File: src/rtl/tx_serializer_10b_if.sv
// Parallel handshake and serial line of the 10b TX serializer.
// The encoder side is the master; the serializer is the slave.
interface tx_serializer_10b_if #(
   parameter int unsigned WORD_W = 10
);
   logic [WORD_W-1:0] TxParallel_10;
   logic              TxValid_10;
   logic              TxReady_10;
   logic              TxSerial;
   logic              WordStart;
   logic              IdleInsert;

   modport master (
      output TxParallel_10,
      output TxValid_10,
      input  TxReady_10,
      input  TxSerial,
      input  WordStart,
      input  IdleInsert
   );

   modport slave (
      input  TxParallel_10,
      input  TxValid_10,
      output TxReady_10,
      output TxSerial,
      output WordStart,
      output IdleInsert
   );
endinterface

File: src/rtl/tx_serializer_10b.sv
// 10-bit code-group serializer: one-word holding register in front of a
// shift register, one bit per BitCLK. Underflow at a word boundary sends
// IDLE_WORD so the line never stalls.
module tx_serializer_10b #(
   parameter int unsigned       WORD_W    = 10,
   parameter logic [WORD_W-1:0] IDLE_WORD = 10'h17C,
   parameter bit                MSB_FIRST = 1'b0
) (
   input logic                BitCLK,
   input logic                Reset,
   tx_serializer_10b_if.slave tx_if
);

   logic [3:0]        bit_cnt_q, bit_cnt_d;
   logic [WORD_W-1:0] sh_q, sh_d;
   logic [WORD_W-1:0] hold_q, hold_d;
   logic              hold_valid_q, hold_valid_d;
   logic              word_start_q, word_start_d;
   logic              idle_q, idle_d;
   logic              load;
   logic              accept;

   // Ready depends only on flops and Reset, never on TxValid_10.
   assign tx_if.TxReady_10 = !hold_valid_q && !Reset;
   assign accept           = tx_if.TxValid_10 && tx_if.TxReady_10;
   assign load             = (bit_cnt_q == 4'd9);

   // Next state: load a word at the boundary, otherwise shift and capture into hold.
   always_comb begin
      bit_cnt_d    = bit_cnt_q + 4'd1;
      sh_d         = MSB_FIRST ? {sh_q[WORD_W-2:0], 1'b0} : {1'b0, sh_q[WORD_W-1:1]};
      hold_d       = hold_q;
      hold_valid_d = hold_valid_q;
      idle_d       = idle_q;
      word_start_d = 1'b0;
      if (load) begin
         bit_cnt_d    = 4'd0;
         word_start_d = 1'b1;
         if (hold_valid_q) begin
            sh_d         = hold_q;
            hold_valid_d = 1'b0;
            idle_d       = 1'b0;
         end else if (accept) begin
            // Bypass: hold is empty and the word goes straight to the shifter.
            sh_d   = tx_if.TxParallel_10;
            idle_d = 1'b0;
         end else begin
            sh_d   = IDLE_WORD;
            idle_d = 1'b1;
         end
      end else if (accept) begin
         hold_d       = tx_if.TxParallel_10;
         hold_valid_d = 1'b1;
      end
   end

   // State registers; reset discards both the word in flight and the held word.
   always_ff @(posedge BitCLK or posedge Reset) begin
      if (Reset) begin
         bit_cnt_q    <= 4'd9;
         sh_q         <= '0;
         hold_q       <= '0;
         hold_valid_q <= 1'b0;
         word_start_q <= 1'b0;
         idle_q       <= 1'b0;
      end else begin
         bit_cnt_q    <= bit_cnt_d;
         sh_q         <= sh_d;
         hold_q       <= hold_d;
         hold_valid_q <= hold_valid_d;
         word_start_q <= word_start_d;
         idle_q       <= idle_d;
      end
   end

   assign tx_if.TxSerial   = MSB_FIRST ? sh_q[WORD_W-1] : sh_q[0];
   assign tx_if.WordStart  = word_start_q;
   assign tx_if.IdleInsert = idle_q;

endmodule

File: src/flat_wrapper.sv
// flat-port wrapper written by rule: the top's interface ports become plain ports
module tx_serializer_10b_flat 
#(
   parameter int unsigned       WORD_W    = 10,
   parameter logic [WORD_W-1:0] IDLE_WORD = 10'h17C,
   parameter bit                MSB_FIRST = 1'b0
)
  (BitCLK, Reset, tx_if_TxParallel_10, tx_if_TxValid_10, tx_if_TxReady_10, tx_if_TxSerial, tx_if_WordStart, tx_if_IdleInsert);
  tx_serializer_10b_if #(.WORD_W(WORD_W)) tx_if_i ();
  input logic BitCLK;
  input logic Reset;
  input wire logic [$bits(tx_if_i.TxParallel_10)-1:0] tx_if_TxParallel_10;
  input wire logic [$bits(tx_if_i.TxValid_10)-1:0] tx_if_TxValid_10;
  output wire logic [$bits(tx_if_i.TxReady_10)-1:0] tx_if_TxReady_10;
  output wire logic [$bits(tx_if_i.TxSerial)-1:0] tx_if_TxSerial;
  output wire logic [$bits(tx_if_i.WordStart)-1:0] tx_if_WordStart;
  output wire logic [$bits(tx_if_i.IdleInsert)-1:0] tx_if_IdleInsert;
  assign tx_if_i.TxParallel_10 = tx_if_TxParallel_10;
  assign tx_if_i.TxValid_10 = tx_if_TxValid_10;
  assign tx_if_TxReady_10 = tx_if_i.TxReady_10;
  assign tx_if_TxSerial = tx_if_i.TxSerial;
  assign tx_if_WordStart = tx_if_i.WordStart;
  assign tx_if_IdleInsert = tx_if_i.IdleInsert;
  tx_serializer_10b #(.WORD_W(WORD_W), .IDLE_WORD(IDLE_WORD), .MSB_FIRST(MSB_FIRST)) u_core (.BitCLK(BitCLK), .Reset(Reset), .tx_if(tx_if_i));
endmodule
File: config.mk
export PLATFORM = sky130hd
export DESIGN_NAME = tx_serializer_10b_flat
export DESIGN_NICKNAME = d
export VERILOG_FILES = /design/src/rtl/tx_serializer_10b_if.sv /design/src/rtl/tx_serializer_10b.sv /design/src/flat_wrapper.sv
export SDC_FILE = /design/constraint.sdc
export NUM_CORES = 1
export LEC_CHECK = 0
export ABC_AREA = 1
export CAP_MARGIN = 0
export CORE_MARGIN = 3
export CORE_UTILIZATION = 45
export CTS_BUF_LIST = sky130_fd_sc_hd__clkbuf_4 sky130_fd_sc_hd__clkbuf_8
export CTS_CLUSTER_SIZE = 40
export DETAILED_ROUTE_END_ITERATION = 12
export PLACE_DENSITY = 0.68
export SYNTH_ARGS = -nofsm -noshare
export SYNTH_HDL_FRONTEND = slang
export SYNTH_SLANG_ARGS = --single-unit
File: constraint.sdc
create_clock -name BitCLK -period 1.55 [get_ports BitCLK]
set_input_delay 0.31 -clock BitCLK [delete_from_list [all_inputs] [get_ports BitCLK]]
set_output_delay 0.31 -clock BitCLK [all_outputs]
set_load 0.01 [all_outputs]
Word-level counts from Yosys, hierarchy flattened. Cells that the tools add are included. W data, S select, Z words.

Register bits after elaboration: 27. Input bits: 13. Logic and storage cells: 24. Output and inout port bits: 4.

Mux-type cells: 9. Eq/ne operators: 1. Reductions and logical operators: 6. Add/subtract/negate cells: 1. Bitwise gates (word level): 1.

Operators with widths (number): $mux W10 (3); $mux W1 (5); $add A4 B1 Y4 const B (1); $eq A4 B4 Y1 const B (1); $mux W4 (1); $logic_and A1 B1 Y1 (2); $logic_not A1 Y1 (2); $reduce_and A2 Y1 (1); $reduce_bool A2 Y1 (1); $not A1 Y1 (1).

Longest topological paths before layout. Gate-level depths: netlist of run 1.

Depth after elaboration: 6. Depth in mapped cells: 6. Gate-level depth less buffers: 6.

Least setup slack after synthesis of run 1. No wires, ideal clock.

Path kind: input to register. Start: input Reset. End: register u_core.sh_q[2]. Slack: 0.117 ns. Setup time: 0.128 ns. Arrival: 1.305 ns. Path buffers: 0. Cell stages on the path: 4. Required time: 1.422 ns. Path through: inv_1 > a21oi_1 > nand2_1 > nand3_1.

Cells in the longest elaborated chain, start to end: 6.

RTL lines: from (decl) (line flat_wrapper.sv:11) `input logic Reset;`; $logic_not A1 Y1 (line tx_serializer_10b.sv:24) `assign tx_if.TxReady_10 = !hold_valid_q && !Reset;`; $logic_and A1 B1 Y1 (line tx_serializer_10b.sv:24); $logic_and A1 B1 Y1 (line tx_serializer_10b.sv:25) `assign accept = tx_if.TxValid_10 && tx_if.TxReady_10;`; $mux W10 (line tx_serializer_10b.sv:43) `end else if (accept) begin`; $mux W10 (line tx_serializer_10b.sv:39) `if (hold_valid_q) begin`; $mux W10 (line tx_serializer_10b.sv:36) `if (load) begin`; via u_core.sh_d[2] (line tx_serializer_10b.sv:15) `logic [WORD_W-1:0] sh_q, sh_d;`; to (signal assigned) (line tx_serializer_10b.sv:61) `sh_q <= '0;`; to (signal assigned) (line tx_serializer_10b.sv:68) `sh_q <= sh_d;`; to (decl) (line tx_serializer_10b.sv:15).

The timed path passes the listed nets, and every way through them passes these cells. A chain may end at the register's enable or synchronous reset.

Final worst setup path of run 1.
Start: register u_core.sh_q[0]. End: output tx_if_TxSerial.

RTL lines: to (decl) (line flat_wrapper.sv:15) `output wire logic [$bits(tx_if_i.TxSerial)-1:0] tx_if_TxSerial;`.

No word-level cell between the ends.

==> flow_summary.ini, run 1 <==
[clock_network]
cts_sinks = 27
cts.htree.levels = 1
cts-root-buf = sky130_fd_sc_hd__clkbuf_4
ctsLongestPathBuffers = 2
tritoncts_clock_tree = done
post-cts-setup-buffers = 0
clock_latency_ns = 0.31
cts.hold.buffers_added = 0
worst_setup_hold_path_clk_slew_ns = 0.13
numCtsBuffers = 3

[finish]
flow.area_growth_from_synthesis_pct = 20.9
nets = 191
postLayoutCoreUtil_pct = 58.4
layout_cell_share_with_drive_strength_beyond_1_pct = 10.2
number_of_antenna_repair_diodes = 0

[synthesis]
syn-mean-instance-area_um2 = 8.04
yosys_warnings = 0
ffs_latches_synth = 27
synth.most_common_cell = sky130_fd_sc_hd__nand2_1
seq_area_frac_synth_pct = 55.1
syn_area_um2 = 1230
netlist.top_cell.by_area = sky130_fd_sc_hd__dfrtp_1
synthDistinctLibCells = 15
synth_nets = 166
post_synth_inst_count = 153
top_cell_types_by_occurrence_after_synthesis = 70 x sky130_fd_sc_hd__nand2_1, 25 x sky130_fd_sc_hd__dfrtp_1, 15 x sky130_fd_sc_hd__inv_1, 14 x sky130_fd_sc_hd__nor2_1, 12 x sky130_fd_sc_hd__nand3_1
yosys.area.top_type_share_pct = 50.9
synth-edff-count = 0
area_contributors_post_synth = sky130_fd_sc_hd__dfrtp_1 51%, sky130_fd_sc_hd__nand2_1 21%, sky130_fd_sc_hd__nand3_1 4.9%
postSynth.asyncResetShare_pct = 100
synthFlopType = sky130_fd_sc_hd__dfrtp_1

[global_routing]
grt_start_max_net_pins = 28
total_global_route_track_usage_pct = 15.4
global_route_wire_length_before_repair_um = 4000
grt-ovfl-total = 0
antenna_found_initial = 0
number_of_global_route_vias_before_repair = 914

[setup_path]
worstSetupPathType = register to output pin
worst_setup_path_start_kind = register
crit_fanout = 1
r2r_slack_ns = 0.10
cp.required_ns = 1.24
timing.critical_path.slowest_cell_delay_ns = 0.52
critical-path-top-delay-family = buffers and inverters
timing.critical_path.cells = clkdlybuf4s50_1
critical_path.slowest_cell = sky130_fd_sc_hd__clkdlybuf4s50_1
critPathArrivalTime_ns = 1.17
critPathCaptureType = output pin
cp.buffers_inverters = 1

[floorplan]
placement_rows = 18
die_height_um = 58.3
floorplan.initialDensity_pct = 48.3
die_area_um2 = 3400
core_region_area_um2 = 2540
die_width_um = 58.3
i_o_pin_count = 17

[power]
vdd.ir_drop.worst_uv = 532
power.static_leakage_nw = 0.860
power.density_nw_per_um2 = 928
finalPower_w = 0.00138

[sta]
grt_setup_unrepaired = yes
finalClockSkew_ns = 0.00250
totalNegativeSetupSlack_ns = 0
timing.slew.headroom_pct = 76.6
max_freq_mhz = 674
min_period_over_period_pct = 95.7
post-route-min-period_ns = 1.48
final_count_of_hold_timing_violations = 0
final_max_slew_viol_count = 0
final-setup-viol-count = 0
timing_worst_slew_pin_value_ns = 0.350

[job]
max_cap_viol_count = 0

[route]
drc = 0
vias_per_cell = 4.66
dr_total_vias = 965
drt_iter0_drc = 31
drt-pass1-iter-count = 4
total_length_of_routed_wires_um = 2340
avgRoutedWirePerCell_um = 11.3
route.antenna.remaining_nets = 0

[outcome]
status = complete, no violations

[placed_design]
routabilityCongestion = 0.771
post-dp-hpwl_um = 1760
io_buffers = 16

[min_path]
hold_removal_path_class = register to register
## cell type report
| cell class | count | area, um^2 |
|---|---|---|
| clock buffer | 4 | 30.0 |
| timing repair buffer | 23 | 216 |
| multi-input combinational | 108 | 468 |
| tap | 30 | 37.5 |
| fill | 223 | 1060 |
| sequential | 27 | 678 |
| inverter | 15 | 56.3 |
## state kept, by name, summed over array words and instances (netlist names)
signal / count
u_core.bit_cnt_q: 4
u_core.hold_q: 10
u_core.hold_valid_q: 1
u_core.sh_q: 10
u_core.tx_if.IdleInsert: 1
u_core.tx_if.WordStart: 1
## path summary, 6_finish.rpt
kind,start,to,depth (start not counted)
max in group asynchronous,Reset,u_core.bit_cnt_q[3],4
hold reg to reg,u_core.sh_q[6],u_core.sh_q[5],2
hold / removal,u_core.sh_q[6],u_core.sh_q[5],2
setup reg to reg,u_core.bit_cnt_q[0],u_core.sh_q[6],5
min in group asynchronous,Reset,u_core.hold_valid_q,4
setup / recovery,u_core.sh_q[0],tx_if_TxSerial,1
## through the flow
stage               hold slack (ns)  instances  setup slack (ns)  cell area, um^2
floorplan                     0.370        153             0.117             1230
global placement              0.434        203            -0.161             1450
detailed placement            0.443        203            -0.185             1450
CTS                           0.477        207            0.0126             1480
global route                  0.501        207          -0.00342             1490
finish                        0.471        207            0.0660             1490
## logic make-up (layout without fill, tap and decap cells)
family	count (synthesis)	after routing	share of synthesized area, %
xor+xnor	2	2	1.42
buf+inv	18	42	6.82
simple gates	102	102	34.8
flops	27	27	55.1
compound gates	4	4	1.83
## worst register-to-register path: stages (launching register included)
cell	delay, ns
sky130_fd_sc_hd__dfstp_2	0.61
sky130_fd_sc_hd__nand4_1	0.32
sky130_fd_sc_hd__buf_4	0.29
sky130_fd_sc_hd__nand2_1	0.08
sky130_fd_sc_hd__nand2_1	0.06
sky130_fd_sc_hd__inv_1	0.05
## power breakdown
group          internal (W)  switching (W)
Clock              0.000118       0.000188
Combinational      0.000123       0.000142
Sequential         0.000775      0.0000335
## layer usage
layer | wire length [um] | global-route usage (%) | vias to the layer above
li1 | - | - | 514
met1 | 1180 | 22.3 | 434
met2 | 1080 | 23.4 | 15
met3 | 72 | 2.90 | 2
met4 | 14 | 4.64 | 0
met5 | 0 | 0 | -
## layout by cell type, fill, tap and decap left out, types with 2 or more instances in the layout
master                             n
sky130_fd_sc_hd__nand2_1          70
sky130_fd_sc_hd__dfrtp_1          25
sky130_fd_sc_hd__inv_1            15
sky130_fd_sc_hd__nor2_1           14
sky130_fd_sc_hd__clkdlybuf4s50_1  13
sky130_fd_sc_hd__nand3_1          12
sky130_fd_sc_hd__buf_4             7
sky130_fd_sc_hd__clkbuf_4          4
sky130_fd_sc_hd__nor2_4            3
sky130_fd_sc_hd__a21oi_1           2
sky130_fd_sc_hd__xor2_1            2
sky130_fd_sc_hd__nand2_2           2
sky130_fd_sc_hd__dlymetal6s2s_1    2
sky130_fd_sc_hd__dfstp_2           2
## repair_timing
item,in CTS,in global routing
gates resized for setup,1,2
setup endpoints to repair,1,3
endpoints found under the hold margin,0,0
(Power assumes the default switching activity.)
==> run 2, diff against run 1 <==
--- a/config.mk
+++ b/config.mk
@@ -5,7 +5,6 @@
 export SDC_FILE = /design/constraint.sdc
 export NUM_CORES = 1
 export LEC_CHECK = 0
-export ABC_AREA = 1
 export CAP_MARGIN = 0
 export CORE_MARGIN = 3
 export CORE_UTILIZATION = 45
==> constraint.sdc (replaced) <==
create_clock -name BitCLK -period 1.6 [get_ports BitCLK]
set_input_delay 0.32 -clock BitCLK [delete_from_list [all_inputs] [get_ports BitCLK]]
set_output_delay 0.32 -clock BitCLK [all_outputs]
set_load 0.01 [all_outputs]
==> flow_summary.ini, run 2 <==
[global_routing]
grt-ovfl-total = 0
grt_start_max_net_pins = 16
global_route_wire_length_before_repair_um = 3680
total_global_route_track_usage_pct = 14.8
number_of_global_route_vias_before_repair = 785
antenna_found_initial = 0

[sta]
timing.slew.headroom_pct = 74.5
max_freq_mhz = 646
final-setup-viol-count = 0
finalClockSkew_ns = 0.00679
final_count_of_hold_timing_violations = 0
grt_setup_unrepaired = no
timing_worst_slew_pin_value_ns = 0.382
min_period_over_period_pct = 96.7
final_max_slew_viol_count = 0
post-route-min-period_ns = 1.55

[finish]
final_common_cell = sky130_fd_sc_hd__dfrtp_1
largestRegisters = u_core.hold_q: 10 flops, u_core.sh_q: 10 flops, u_core.bit_cnt_q: 4 flops
flow.area_growth_from_synthesis_pct = 23.9
layout_cell_share_with_drive_strength_beyond_1_pct = 24.8
nets = 131
number_of_antenna_repair_diodes = 0
layout_common_cells = 25 x sky130_fd_sc_hd__dfrtp_1, 14 x sky130_fd_sc_hd__clkdlybuf4s50_1, 10 x sky130_fd_sc_hd__nor2_1, 10 x sky130_fd_sc_hd__mux2_4, 9 x sky130_fd_sc_hd__nand2_1
layout.cells.non_filler = 145

[clock_network]
cts-root-buf = sky130_fd_sc_hd__clkbuf_4
tritoncts_clock_tree = done
cts_sinks = 27
ctsLongestPathBuffers = 2
worst_setup_hold_path_clk_slew_ns = 0.14
cts.htree.levels = 1
post-cts-setup-buffers = 0
numCtsBuffers = 3
clock_latency_ns = 0.32

[route]
avgRoutedWirePerCell_um = 13.7
drt-pass1-iter-count = 3
drc = 0
route.antenna.remaining_nets = 0
total_length_of_routed_wires_um = 1990
vias_per_cell = 5.12
drt_iter0_drc = 12
dr_total_vias = 742

[job]
max_cap_viol_count = 0

[synthesis]
post_synth_inst_count = 92
area_contributors_post_synth = sky130_fd_sc_hd__dfrtp_1 54%, sky130_fd_sc_hd__mux2_4 13%, sky130_fd_sc_hd__dfstp_2 4.6%
synthDistinctLibCells = 22
yosys_warnings = 0
synth_nets = 105
synthFlopType = sky130_fd_sc_hd__dfrtp_1
synth-edff-count = 0
postSynth.asyncResetShare_pct = 100
netlist.top_cell.by_area = sky130_fd_sc_hd__dfrtp_1
ffs_latches_synth = 27
syn-mean-instance-area_um2 = 12.5
seq_area_frac_synth_pct = 59.0
synth.most_common_cell = sky130_fd_sc_hd__dfrtp_1
yosys.area.top_type_share_pct = 54.4
top_cell_types_by_occurrence_after_synthesis = 25 x sky130_fd_sc_hd__dfrtp_1, 10 x sky130_fd_sc_hd__mux2_4, 10 x sky130_fd_sc_hd__nor2_1, 9 x sky130_fd_sc_hd__nand2_1, 8 x sky130_fd_sc_hd__o21ai_0
syn_area_um2 = 1150

[power]
p_seq_share_pct = 58.0
clock_power_share_pct = 20.5
vdd.ir_drop.worst_uv = 793
power.static_leakage_nw = 0.723
finalPower_w = 0.00141
share_comb_of_total_power_pct = 21.5
power.internal_w = 0.00106
switchingPower_w = 0.000353
power.density_nw_per_um2 = 991
net_switching_fraction_of_the_power_pct = 25.0

[setup_path]
rr_endpoint = u_core.sh_q[7]
critPathCaptureType = output pin
r2r.worst_path.cells = 4
worstSetupPathType = input pin to output pin
crit_fanout = 4
worst_setup_path_start_kind = input pin
regToRegStartpoint = u_core.bit_cnt_q[2]
critPathArrivalTime_ns = 1.23
cp.required_ns = 1.28
timing.critical_path.slowest_cell_delay_ns = 0.56
timing.critical_path.cells = clkdlybuf4s50_1, nor2_1, dlygate4sd2_1
r2r_slack_ns = 0.10
critical_path.slowest_cell = sky130_fd_sc_hd__clkdlybuf4s50_1

[floorplan]
die_width_um = 56.6
placement_rows = 17
i_o_pin_count = 17
floorplan.initialDensity_pct = 49.6
core_region_area_um2 = 2320
die_area_um2 = 3200
die_height_um = 56.6

[outcome]
status = complete, no violations

[placed_design]
io_buffers = 16
place.detailed.instances = 140
post-dp-hpwl_um = 1460
routabilityCongestion = 0.695

[min_path]
hold_removal_path_class = input pin to async pin
run 2: cell types whose count changed in the layout (fill, tap and decap cells not counted), moves of 2 or more:
cell                       change
sky130_fd_sc_hd__o21ai_0       +7
sky130_fd_sc_hd__a221oi_1      +3
sky130_fd_sc_hd__nand2_2       -2
sky130_fd_sc_hd__nor2_1        -4
sky130_fd_sc_hd__nand2_4       +2
sky130_fd_sc_hd__mux2_4       +10
sky130_fd_sc_hd__inv_1        -10
sky130_fd_sc_hd__a21oi_1       -2
sky130_fd_sc_hd__xor2_1        -2
sky130_fd_sc_hd__nor2_4        -3
sky130_fd_sc_hd__nand3_1      -12
sky130_fd_sc_hd__nand2_1      -61
sky130_fd_sc_hd__o22ai_1       +6
run 2: area by class of cell:
type,instances,area (um^2)
Tap cell,28,35.0
Clock inverter,1,5.00
Clock buffer,3,22.5
Fill cell,197,893
Multi-Input combinational cell,57,444
Inverter,5,18.8
Timing Repair Buffer,24,221
Sequential cell,27,678
run 2: kinds of logic (layout without fill, tap and decap cells):
logic type	Yosys count	in the layout	synth area share, %
buffers and inverters	9	33	3.81
xor gates and xnor gates	1	1	0.762
AOI/OAI and AO/OA	19	19	10.4
muxes	12	12	14.9
DFF	27	27	59.0
and+or+nand+nor	24	25	11.1
run 2: power groups by stage:
stage	Combinational (W)	Sequential (W)	Clock, W
floorplan	0.000211	0.000820	0
global placement	0.000301	0.000826	0
detailed placement	0.000306	0.000832	0
CTS	0.000308	0.000819	0.000301
global route	0.000340	0.000829	0.000340
finish	0.000303	0.000819	0.000290
run 2: worst max-delay path, delay by kind of cell:
family | cells | cell delay, ns
buf+inv | 2 | 0.84
simple gates | 1 | 0.07
run 2: per-layer routing:
layer	global-route usage [%]	vias to the layer above	share of wire (%)
met5	0	-	0
met4	4.07	0	0.70
met2	23.4	14	47
met3	4.60	2	4.3
met1	19.5	359	48
li1	-	367	-
run 2: how the worst max path moves through the flow:
| stage | from | slack [ns] | end | depth (start not counted) |
|---|---|---|---|---|
| floorplan | u_core.bit_cnt_q[0] | 0.20 | u_core.tx_if.IdleInsert | 4 |
| global placement | Reset | -0.20 | tx_if_TxReady_10 | 3 |
| detailed placement | Reset | -0.21 | tx_if_TxReady_10 | 3 |
| CTS | u_core.bit_cnt_q[3] | 0.02 | u_core.hold_q[3] | 3 |
| global route | u_core.hold_valid_q | 0.001 | tx_if_TxReady_10 | 2 |
| finish | Reset | 0.05 | tx_if_TxReady_10 | 3 |
run 2: repair_timing:
action / in CTS / in global routing
hold endpoints to repair: 0 / 0
gates cloned: 0 / 1
setup endpoints to repair: 1 / 14
pin swaps: 0 / 1
hold buffers: 0 / 0
gates resized for setup: 1 / 3
run 2: through the flow:
stage / setup WS (ns) / setup TNS [ns] / util, % / area (um^2) / hold WS (ns)
after global routing: 0.00142 / 0 / 61.5 / 1430 / 0.387
after floorplan: 0.204 / 0 / - / 1150 / 0.371
after detailed placement: -0.208 / -1.94 / 59.5 / 1380 / 0.439
after CTS: 0.0248 / 0 / 60.7 / 1410 / 0.388
final: 0.0527 / 0 / 61.5 / 1430 / 0.382
after global placement: -0.196 / -1.68 / 59.5 / 1380 / 0.436
